[config.mk]
export PLATFORM = sky130hd
export DESIGN_NAME = shift_engine
export DESIGN_NICKNAME = d
export VERILOG_FILES = /design/src/rtl/shift_engine.sv
export SDC_FILE = /design/constraint.sdc
export NUM_CORES = 1
export LEC_CHECK = 0
export BUFFER_PORTS_ARGS = -buffer_cell sky130_fd_sc_hd__buf_4
export CORE_ASPECT_RATIO = 0.8
export CORE_UTILIZATION = 45
export DETAILED_ROUTE_END_ITERATION = 10
export PLACE_DENSITY = 0.71
export SKIP_LAST_GASP = 1
export SLEW_MARGIN = 5
export SYNTH_ARGS = -nofsm -noshare
export SYNTH_HDL_FRONTEND = slang
export SYNTH_SLANG_ARGS = --single-unit
[constraint.sdc]
create_clock -name clk -period 1.4 [get_ports clk]
set_input_delay 0.21 -clock clk [delete_from_list [all_inputs] [get_ports clk]]
set_output_delay 0.21 -clock clk [all_outputs]
set_load 0.02 [all_outputs]
[src/rtl/shift_engine.sv]
// Framed serial/parallel shift engine: loads a word, shifts it out on shift strobes
// while shifting a received word in, with per-frame bit order and load/busy/done handshake.
module shift_engine #(
    parameter int unsigned WIDTH = 8
) (
    input  logic             clk,
    input  logic             rst_n,
    input  logic             sampleEdge,
    input  logic             shiftEdge,
    input  logic             load,
    input  logic             lsbFirst,
    input  logic             abort,
    input  logic [WIDTH-1:0] parallelDataIn,
    input  logic             serialDataIn,
    output logic             serialDataOut,
    output logic [WIDTH-1:0] parallelDataOut,
    output logic             busy,
    output logic             done
);

    localparam int unsigned CNT_W = $clog2(WIDTH + 1);

    typedef enum logic [1:0] {
        ST_IDLE   = 2'd0,
        ST_ACTIVE = 2'd1,
        ST_DONE   = 2'd2
    } state_e;

    state_e             state_q,     state_d;
    logic [WIDTH-1:0]   shift_mem_q, shift_mem_d;
    logic [WIDTH-1:0]   rx_word_q,   rx_word_d;
    logic [CNT_W-1:0]   bit_cnt_q,   bit_cnt_d;
    logic               sample_q,    sample_d;
    logic               order_q,     order_d;
    logic               busy_q,      busy_d;
    logic               done_q,      done_d;
    logic [WIDTH-1:0]   shifted;

    // Shift uses the previously captured sample, so a same-cycle sample lands on the next shift
    always_comb begin
        if (order_q) begin
            shifted = {sample_q, shift_mem_q[WIDTH-1:1]};
        end else begin
            shifted = {shift_mem_q[WIDTH-2:0], sample_q};
        end
    end

    // Next-state and registered-output logic
    always_comb begin
        state_d     = state_q;
        shift_mem_d = shift_mem_q;
        rx_word_d   = rx_word_q;
        bit_cnt_d   = bit_cnt_q;
        sample_d    = sample_q;
        order_d     = order_q;
        busy_d      = busy_q;
        done_d      = 1'b0;

        case (state_q)
            ST_IDLE: begin
                if (load) begin
                    shift_mem_d = parallelDataIn;
                    order_d     = lsbFirst;
                    bit_cnt_d   = '0;
                    busy_d      = 1'b1;
                    state_d     = ST_ACTIVE;
                end
            end

            ST_ACTIVE: begin
                if (abort) begin
                    bit_cnt_d = '0;
                    busy_d    = 1'b0;
                    state_d   = ST_IDLE;
                end else begin
                    if (sampleEdge) begin
                        sample_d = serialDataIn;
                    end
                    if (shiftEdge) begin
                        shift_mem_d = shifted;
                        bit_cnt_d   = bit_cnt_q + CNT_W'(1);
                        // Last bit: publish the word now so it is valid alongside done
                        if (bit_cnt_q == CNT_W'(WIDTH - 1)) begin
                            rx_word_d = shifted;
                            busy_d    = 1'b0;
                            done_d    = 1'b1;
                            state_d   = ST_DONE;
                        end
                    end
                end
            end

            ST_DONE: begin
                bit_cnt_d = '0;
                state_d   = ST_IDLE;
            end

            default: begin
                busy_d  = 1'b0;
                state_d = ST_IDLE;
            end
        endcase
    end

    always_ff @(posedge clk or negedge rst_n) begin
        if (!rst_n) begin
            state_q     <= ST_IDLE;
            shift_mem_q <= '0;
            rx_word_q   <= '0;
            bit_cnt_q   <= '0;
            sample_q    <= 1'b0;
            order_q     <= 1'b0;
            busy_q      <= 1'b0;
            done_q      <= 1'b0;
        end else begin
            state_q     <= state_d;
            shift_mem_q <= shift_mem_d;
            rx_word_q   <= rx_word_d;
            bit_cnt_q   <= bit_cnt_d;
            sample_q    <= sample_d;
            order_q     <= order_d;
            busy_q      <= busy_d;
            done_q      <= done_d;
        end
    end

    assign serialDataOut   = order_q ? shift_mem_q[0] : shift_mem_q[WIDTH-1];
    assign parallelDataOut = rx_word_q;
    assign busy            = busy_q;
    assign done            = done_q;

endmodule
==> results of run 1 <==
[flip-flops by register name, summed over array words and instances (netlist names)]
| register | cells |
|---|---|
| busy | 1 |
| done | 1 |
| sample_q | 1 |
| parallelDataOut | 8 |
| state_q | 2 |
| shift_mem_q | 8 |
| order_q | 1 |
| bit_cnt_q | 4 |
[cell type report]
class | count | area [sq um]
multi-input combinational | 90 | 588
clock inverter | 1 | 30.0
fill | 231 | 870
clock buffer | 3 | 22.5
tap | 36 | 45.0
sequential | 26 | 652
inverter | 1 | 3.75
timing repair buffer | 38 | 312
[what timing repair did]
action                                  CTS  global route
endpoints found under the setup margin    9            18
hold buffers                              1             0
pin swaps                                 1             0
hold endpoints to repair                 26             0
resized for setup                         2            13
gates cloned                              0             0
setup buffers                             2             0
[power by group]
group	internal [mW]	switching [mW]	total, mW
Sequential	0.860	0.138	0.998
Combinational	0.376	0.333	0.708
Clock	0.290	0.222	0.512
Total	1.52	0.693	2.22
[routing by layer]
layer | GRT usage | vias to the layer above
met2 | 0.275 | 30
met5 | 0 | -
li1 | - | 501
met1 | 0.302 | 449
met3 | 0.0557 | 2
met4 | 0.0341 | 0
[worst reg2reg max path, delay by kind of cell (launching register included)]
family / cells / cell delay (ps)
AOI/OAI and AO/OA: 1 / 110
adders and majority gates: 1 / 210
buffers and inverters: 1 / 170
DFF: 1 / 420
and+or+nand+nor: 3 / 430
[layout by cell type, fill, tap and decap left out, types with 3 or more instances in the layout]
cell type | netlist | layout
clkbuf_4 | 0 | 3
nand2_1 | 11 | 11
nor2_1 | 19 | 19
a21oi_1 | 16 | 16
o21ai_0 | 10 | 9
dfrtp_1 | 26 | 25
buf_6 | 3 | 3
o21ai_1 | 3 | 4
mux2i_1 | 8 | 4
mux2i_4 | 0 | 3
buf_4 | 0 | 33
[worst paths after layout]
kind | startpoint | to | slack [ps]
worst min register to register | bit_cnt_q[3] | bit_cnt_q[3] | 480
worst max register to register | bit_cnt_q[0] | parallelDataOut[3] | 10
max in group asynchronous | rst_n | order_q | 830
worst min-delay path | abort | state_q[1] | 100
worst max-delay path | order_q | serialDataOut | -40
min in group asynchronous | rst_n | order_q | 310
[logic make-up (layout without fill, tap and decap cells)]
logic type                 after synthesis  after routing  share of synthesized area
AOI/OAI and AO/OA                       35             35                      0.158
adders and majority gates                1              1                     0.0101
buffers and inverters                    6             43                     0.0384
DFF                                     26             26                      0.526
muxes                                   11             11                     0.0920
and+or+nand+nor                         43             43                      0.176
[stage by stage]
step / setup WS [ps] / total power [mW]
after floorplan: 37.5 / 1.30
after global placement: 60.8 / 1.54
after detailed placement: 2.54 / 1.56
after CTS: -53.5 / 2.10
after global routing: -117 / 2.35
final: -42.0 / 2.22
==> impl_summary.md, run 1 <==
Outcome
The flow ran to the end, but the final reports show violations. The checks that failed: setup timing.

Floorplanning
The floorplan step defined a die boundary enclosing ~3000 sq um. 27 I/O pins were placed. The chip width is approximately 61 um.

The initial utilization of the core area, before any placement, comes to 0.491. The floorplan die height is between 40 and 50 um. The number of rows in the core area is 16. The core region is about 2500 sq um.

Yosys
The share of synthesized area in the top cell type comes to 0.526. The synthesized design spends more area on one cell type than any other, namely dfrtp_1. During synthesis, Yosys emitted a total of 0 warnings. In the post-synthesis netlist, the biggest area contributors are dfrtp_1, a21oi_1, mux2i_1. A synthesized cell averages 10.1 sq um. Synthesis produced a netlist with a net count of about 140. For this run, the leading register cell type out of synthesis is dfrtp_1.

In this run, distinct cell masters in the synthesized netlist total 28. The register bit total from synthesis is 26. The async set or reset register ratio after synthesis is 1.00. The number of standard cells after synthesis is between 100 and 150. The mapped cell area is approximately 1200 sq um. Sorting the synthesized cells by how often they occur yields dfrtp_1, nor2_1, a21oi_1, nand2_1, o21ai_0.

Yosys mapped a number of flops with a built-in enable equal to 0. The proportion of synthesized chip area in sequential cells is 0.526. By instance count, the leading cell after synthesis is dfrtp_1.

Setup path
The number of buffers and inverters on the critical path is 1. The type of the worst setup path is register to output port. The endpoint class of the critical path is an output port.

Walking the worst path, the cells encountered are mux2_4, buf_6. The launching element type of the critical path is a register. For this run, the slowest stage of the critical path takes roughly 460 ps. The cell class contributing the biggest share of worst-path delay is flip-flops. The logic depth of the worst register-to-register path is 6. The critical path crosses 2 cells after its start point. The required time of the worst setup path is 1190 ps. The critical path arrival is around 1200 ps.

On the critical path, the stage with the largest delay is an instance of dfrtp_2. Along the worst path, the maximum fanout reaches 2.

STA
Adding up every negative setup slack in the final design gives -42.0 ps. The maximum clock frequency is between 0.6 and 0.7 GHz. The worst slew margin relative to its limit is 0.793. The number of hold violations in the final report is 0. Hold is met by a little over 100 ps. Setup repair after global routing could not meet its margin everywhere.

The slew of the pin with the lowest slew margin is 302 ps. In the post-route analysis, the smallest setup slack over all paths is -42.0 ps. The count of endpoints failing setup in the final report is 1. Subtracting the final worst setup slack from the clock period gives between 1000 and 1500 ps.

On the final layout, the worst clock skew is approximately 4.8 ps. The final number of max-transition violations is 0. Of the available clock period, the critical path in the final layout requires 1.03.

Clocking
The clock drives 26 sinks. The clock transition at the register clock pins on the worst setup and hold paths after CTS is about 140 ps. The deepest clock path buffer count is 2.

The insertion delay to the later sink of the worst-skew pair is between 300 and 400 ps. Counting the buffers created by CTS gives 3. In this run the number of H-tree levels came out at 1. The CTS tree is done. The root buffer cell chosen for the clock tree is clkbuf_4.

Route
The pre-antenna-repair detailed-routing pass consisted of 4 iterations. After detailed routing, the number of remaining DRC violations is 0. The wire length on met2 is approximately 1200 um.

Dividing the detail-routed wire length by the instance count gives approximately 14 um. The detailed router put a total of around 1300 um of wire on met1. The top metal layer carrying routed signals is met4. Detailed routing placed a total of around 160 um of wire on met3. The iteration-0 DRC count of the detailed router is 52.

Using the TritonRoute via totals, the vias-per-cell ratio works out to between 5 and 6. The total wire length after detailed routing is about 2700 um. The count of nets left with antenna violations after detail routing is 0. Summing over every cut layer, the via total after detailed routing is 982.

Final layout
For this run, the share of the core covered by cells in the final layout is 0.655. The final cell area excluding filler cells is 1650 sq um. For this run, the post-layout net count is 177. The number of cells in the finished layout apart from fillers is between 150 and 200. The layout cell share with drive strength beyond 1 is 0.346. The layout-stage area growth over the synthesis result is 33.6%. The number of antenna diodes in the final layout is 0.

GRT
The total routing resource utilization after global routing is 0.195. The first global-routing pass estimated around 4300 um of wire. The leftover overflow at the end of global routing is 0. The initial antenna violation count is 0. The via count of the first global-routing pass is around 900. Entering global routing, the biggest net connects 27 pins.

Place
The cell total after placement is approximately 190. The detailed placement HPWL is 1840 um. Once placement finished, the instance area stood at between 1500 and 2000 sq um. The count of buffers inserted at the top-level ports is 26.

The last weighted congestion value of the routability-driven placer is slightly above 0.8.

Hold path
The hold-critical path depth is 2. The worst hold path belongs to the class input port to register.

Job
The tool flagged a number of max-cap violations equal to 0.

Pwr
The analysis attributes to cell leakage a power of between 0.7 and 0.8 nW. The worst-case IR drop observed on VDD is 1.18 mV. The cell area power density is about 1300 nW/um^2.
Note: power is estimated with default switching activity, not from simulation.
==> run 2: changes to the inputs <==
--- a/config.mk
+++ b/config.mk
@@ -8,8 +8,10 @@
 export BUFFER_PORTS_ARGS = -buffer_cell sky130_fd_sc_hd__buf_4
 export CORE_ASPECT_RATIO = 0.8
 export CORE_UTILIZATION = 45
+export CTS_CLUSTER_DIAMETER = 40
 export DETAILED_ROUTE_END_ITERATION = 10
 export PLACE_DENSITY = 0.71
+export RECOVER_POWER = 25
 export SKIP_LAST_GASP = 1
 export SLEW_MARGIN = 5
 export SYNTH_ARGS = -nofsm -noshare
==> impl_summary.md, run 2 (same netlist as run 1, synthesis figures left out) <==
Outcome
The flow ran to the end, but the final reports show violations. The final reports fail on setup timing.

Setup path
The critical path arrival is between 1000 and 1500 ps. The worst register-to-register path begins at bit_cnt_q[0]. The capture instance of the worst register-to-register path is parallelDataOut[3]. At the worst endpoint, the required time is 1190 ps.

For this run, the slowest stage of the critical path takes approximately 460 ps. Grouping stages by cell kind, the critical path spends the most delay in flip-flops. STA classifies the critical path endpoint as an output port. The number of buffers and inverters on the critical path is 1. The worst setup path is launched from a register. For the worst flop-to-flop path, the logic depth is 6. Of all nets on the critical path, the largest fanout is 2. The cell with the biggest individual delay on the critical path is dfrtp_2.

The type of the worst setup path is register to output port. The worst register-to-register path has a setup slack of approximately 10 ps. The signal on the critical path passes through mux2_4, buf_6.

Floorplanning
The floorplan step set the die width to 60.6 um. 27 I/O pins were placed. From bottom edge to top edge, the die measures 48.9 um.

The core region is roughly 2500 sq um. In this run the core area contains 16 standard-cell rows. The initial utilization of the core area, before any placement, comes to 0.491. The die covers ~3000 sq um.

Clocking
The CTS H-tree depth is 1. The clock transition at the register clock pins on the worst setup and hold paths after CTS is 140 ps. The tree is rooted in a clkbuf_4. The CTS tree is done. Buffers inserted during clock tree synthesis total 3. The TritonCTS sink count is 26.

The deepest clock path buffer count is 2. The insertion delay to the later sink of the worst-skew pair is 320 ps.

Final layout
The top cell types in the final layout, fill and taps aside, are buf_4, dfrtp_1, nor2_1. The final antenna diode count is 0. The post-route core utilization is 0.654. The leading cell type in the layout, fill and taps excluded is buf_4. Compared with the post-synthesis result, the final layout area differs by 33.4%. The layout cell share with drive strength beyond 1 is 0.346.

After the flow finishes, the layout carries non-filler instances totaling 195. The final cell area excluding filler cells is 1650 sq um. The final-stage net count is about 180.

STA
The tightest hold path in the finished design has a slack of roughly 100 ps. The worst slew margin relative to its limit is 0.575. Setup repair after global routing could not meet its margin everywhere.

The final number of max-transition violations came to 0. Static timing analysis puts the maximum clock frequency at 0.693 GHz. Subtracting the final worst setup slack from the clock period gives ~1400 ps.

The number of hold violations in the final report is 0. The slew of the pin with the lowest slew margin is 637 ps. The count of endpoints failing setup in the final report is 1. The least setup slack across all paths after layout is -42.0 ps. The total negative slack for setup checks is -42.0 ps. Between clock sinks in the finished design, the worst skew comes to approximately 4.8 ps. Dividing the final minimum period by the clock period gives 1.03.

Pwr
Of the total power, the share spent switching nets is 0.313. The internal power of the cells totals 1.52 mW. Across the VDD grid, the largest voltage drop is 1.18 mV.

The analysis attributes to net switching a power of approximately 0.7 mW. The power after layout is 2.22 mW. The cell area power density is 1340 nW/um^2.

The share of total power dissipated in combinational logic is 0.319. The clock share of power is 0.231. The analysis attributes to cell leakage a power of between 0.7 and 0.8 nW. The part of the total power dissipated in sequential elements is 0.450.

Route
The routed via count divided by cell count is ~5.0. Summing over every cut layer, the via total after detailed routing is 982. The DRC violations left is 0.

In the final routed layout, each cell accounts on average for roughly 14 um. The first routing iteration left 52 violations. The detail route stage leaves a number of antenna-violating nets equal to 0. The first-pass detailed-route iteration total is 4.

After detailed routing, the total wire length is roughly 2700 um.

Hold path
The critical hold path startpoint is abort. The hold-critical path depth is 2. For hold timing, the worst endpoint is state_q[1]. The path class of the tightest hold or removal check is input port to register.

GRT
The largest net degree at the start of global routing is 27. The first-pass GRT wire length is 4250 um. The via count of the first global-routing pass is 909. Global routing finished with a remaining overflow of 0. The initial antenna violation count was 0.

In the global route stage, overall resource usage came out at 0.195.

Place
The last weighted congestion value of the routability-driven placer is 0.826. The detailed placement HPWL is roughly 1800 um. The count of buffers inserted at the top-level ports is 26. In this run the cell area measured after placement is roughly 1500 sq um.

OpenSTA, run right after detailed placement, puts the worst setup slack at 2.54 ps. Including well taps, the total number of placed cells is 188.

Job
The max-cap violation count is 0.
==> run 2: cell type report <==
| class | count | area, sq um |
|---|---|---|
| Fill cell | 231 | 872 |
| Multi-Input combinational cell | 90 | 588 |
| Clock inverter | 1 | 30.0 |
| Timing Repair Buffer | 38 | 309 |
| Clock buffer | 3 | 22.5 |
| Inverter | 1 | 3.75 |
| Sequential cell | 26 | 652 |
| Tap cell | 36 | 45.0 |
==> run 2: power groups by stage <==
stage	Clock (mW)	Combinational, mW	Sequential [mW]
global placement	0	0.566	0.975
CTS	0.531	0.614	0.959
detailed placement	0	0.575	0.981
global route	0.564	0.772	1.01
finish	0.512	0.707	0.998
floorplan	0	0.359	0.945
==> run 2: layer usage <==
layer / share of wire / GRT usage
met1: 0.50 / 0.302
met4: 0.0045 / 0.0341
met2: 0.43 / 0.275
met3: 0.059 / 0.0557
met5: 0 / 0
==> run 2: worst max-delay path by stage <==
stage                     depth (start not counted)                  to         start  slack [ps]
after CTS                                         2       serialDataOut       order_q         -50
after detailed placement                          6  parallelDataOut[7]  bit_cnt_q[0]           3
final                                             2       serialDataOut       order_q         -40
after global routing                              6  parallelDataOut[5]  bit_cnt_q[0]        -120
after floorplan                                   6  parallelDataOut[2]  bit_cnt_q[0]          40
after global placement                            5      shift_mem_q[3]       order_q          60
==> run 2: repair_timing <==
item | in CTS | in global routing
hold endpoints to repair | 26 | 0
resized for setup | 2 | 13
endpoints found under the setup margin | 9 | 18
hold buffers | 1 | 0
pin swaps | 1 | 0
setup buffers | 2 | 0
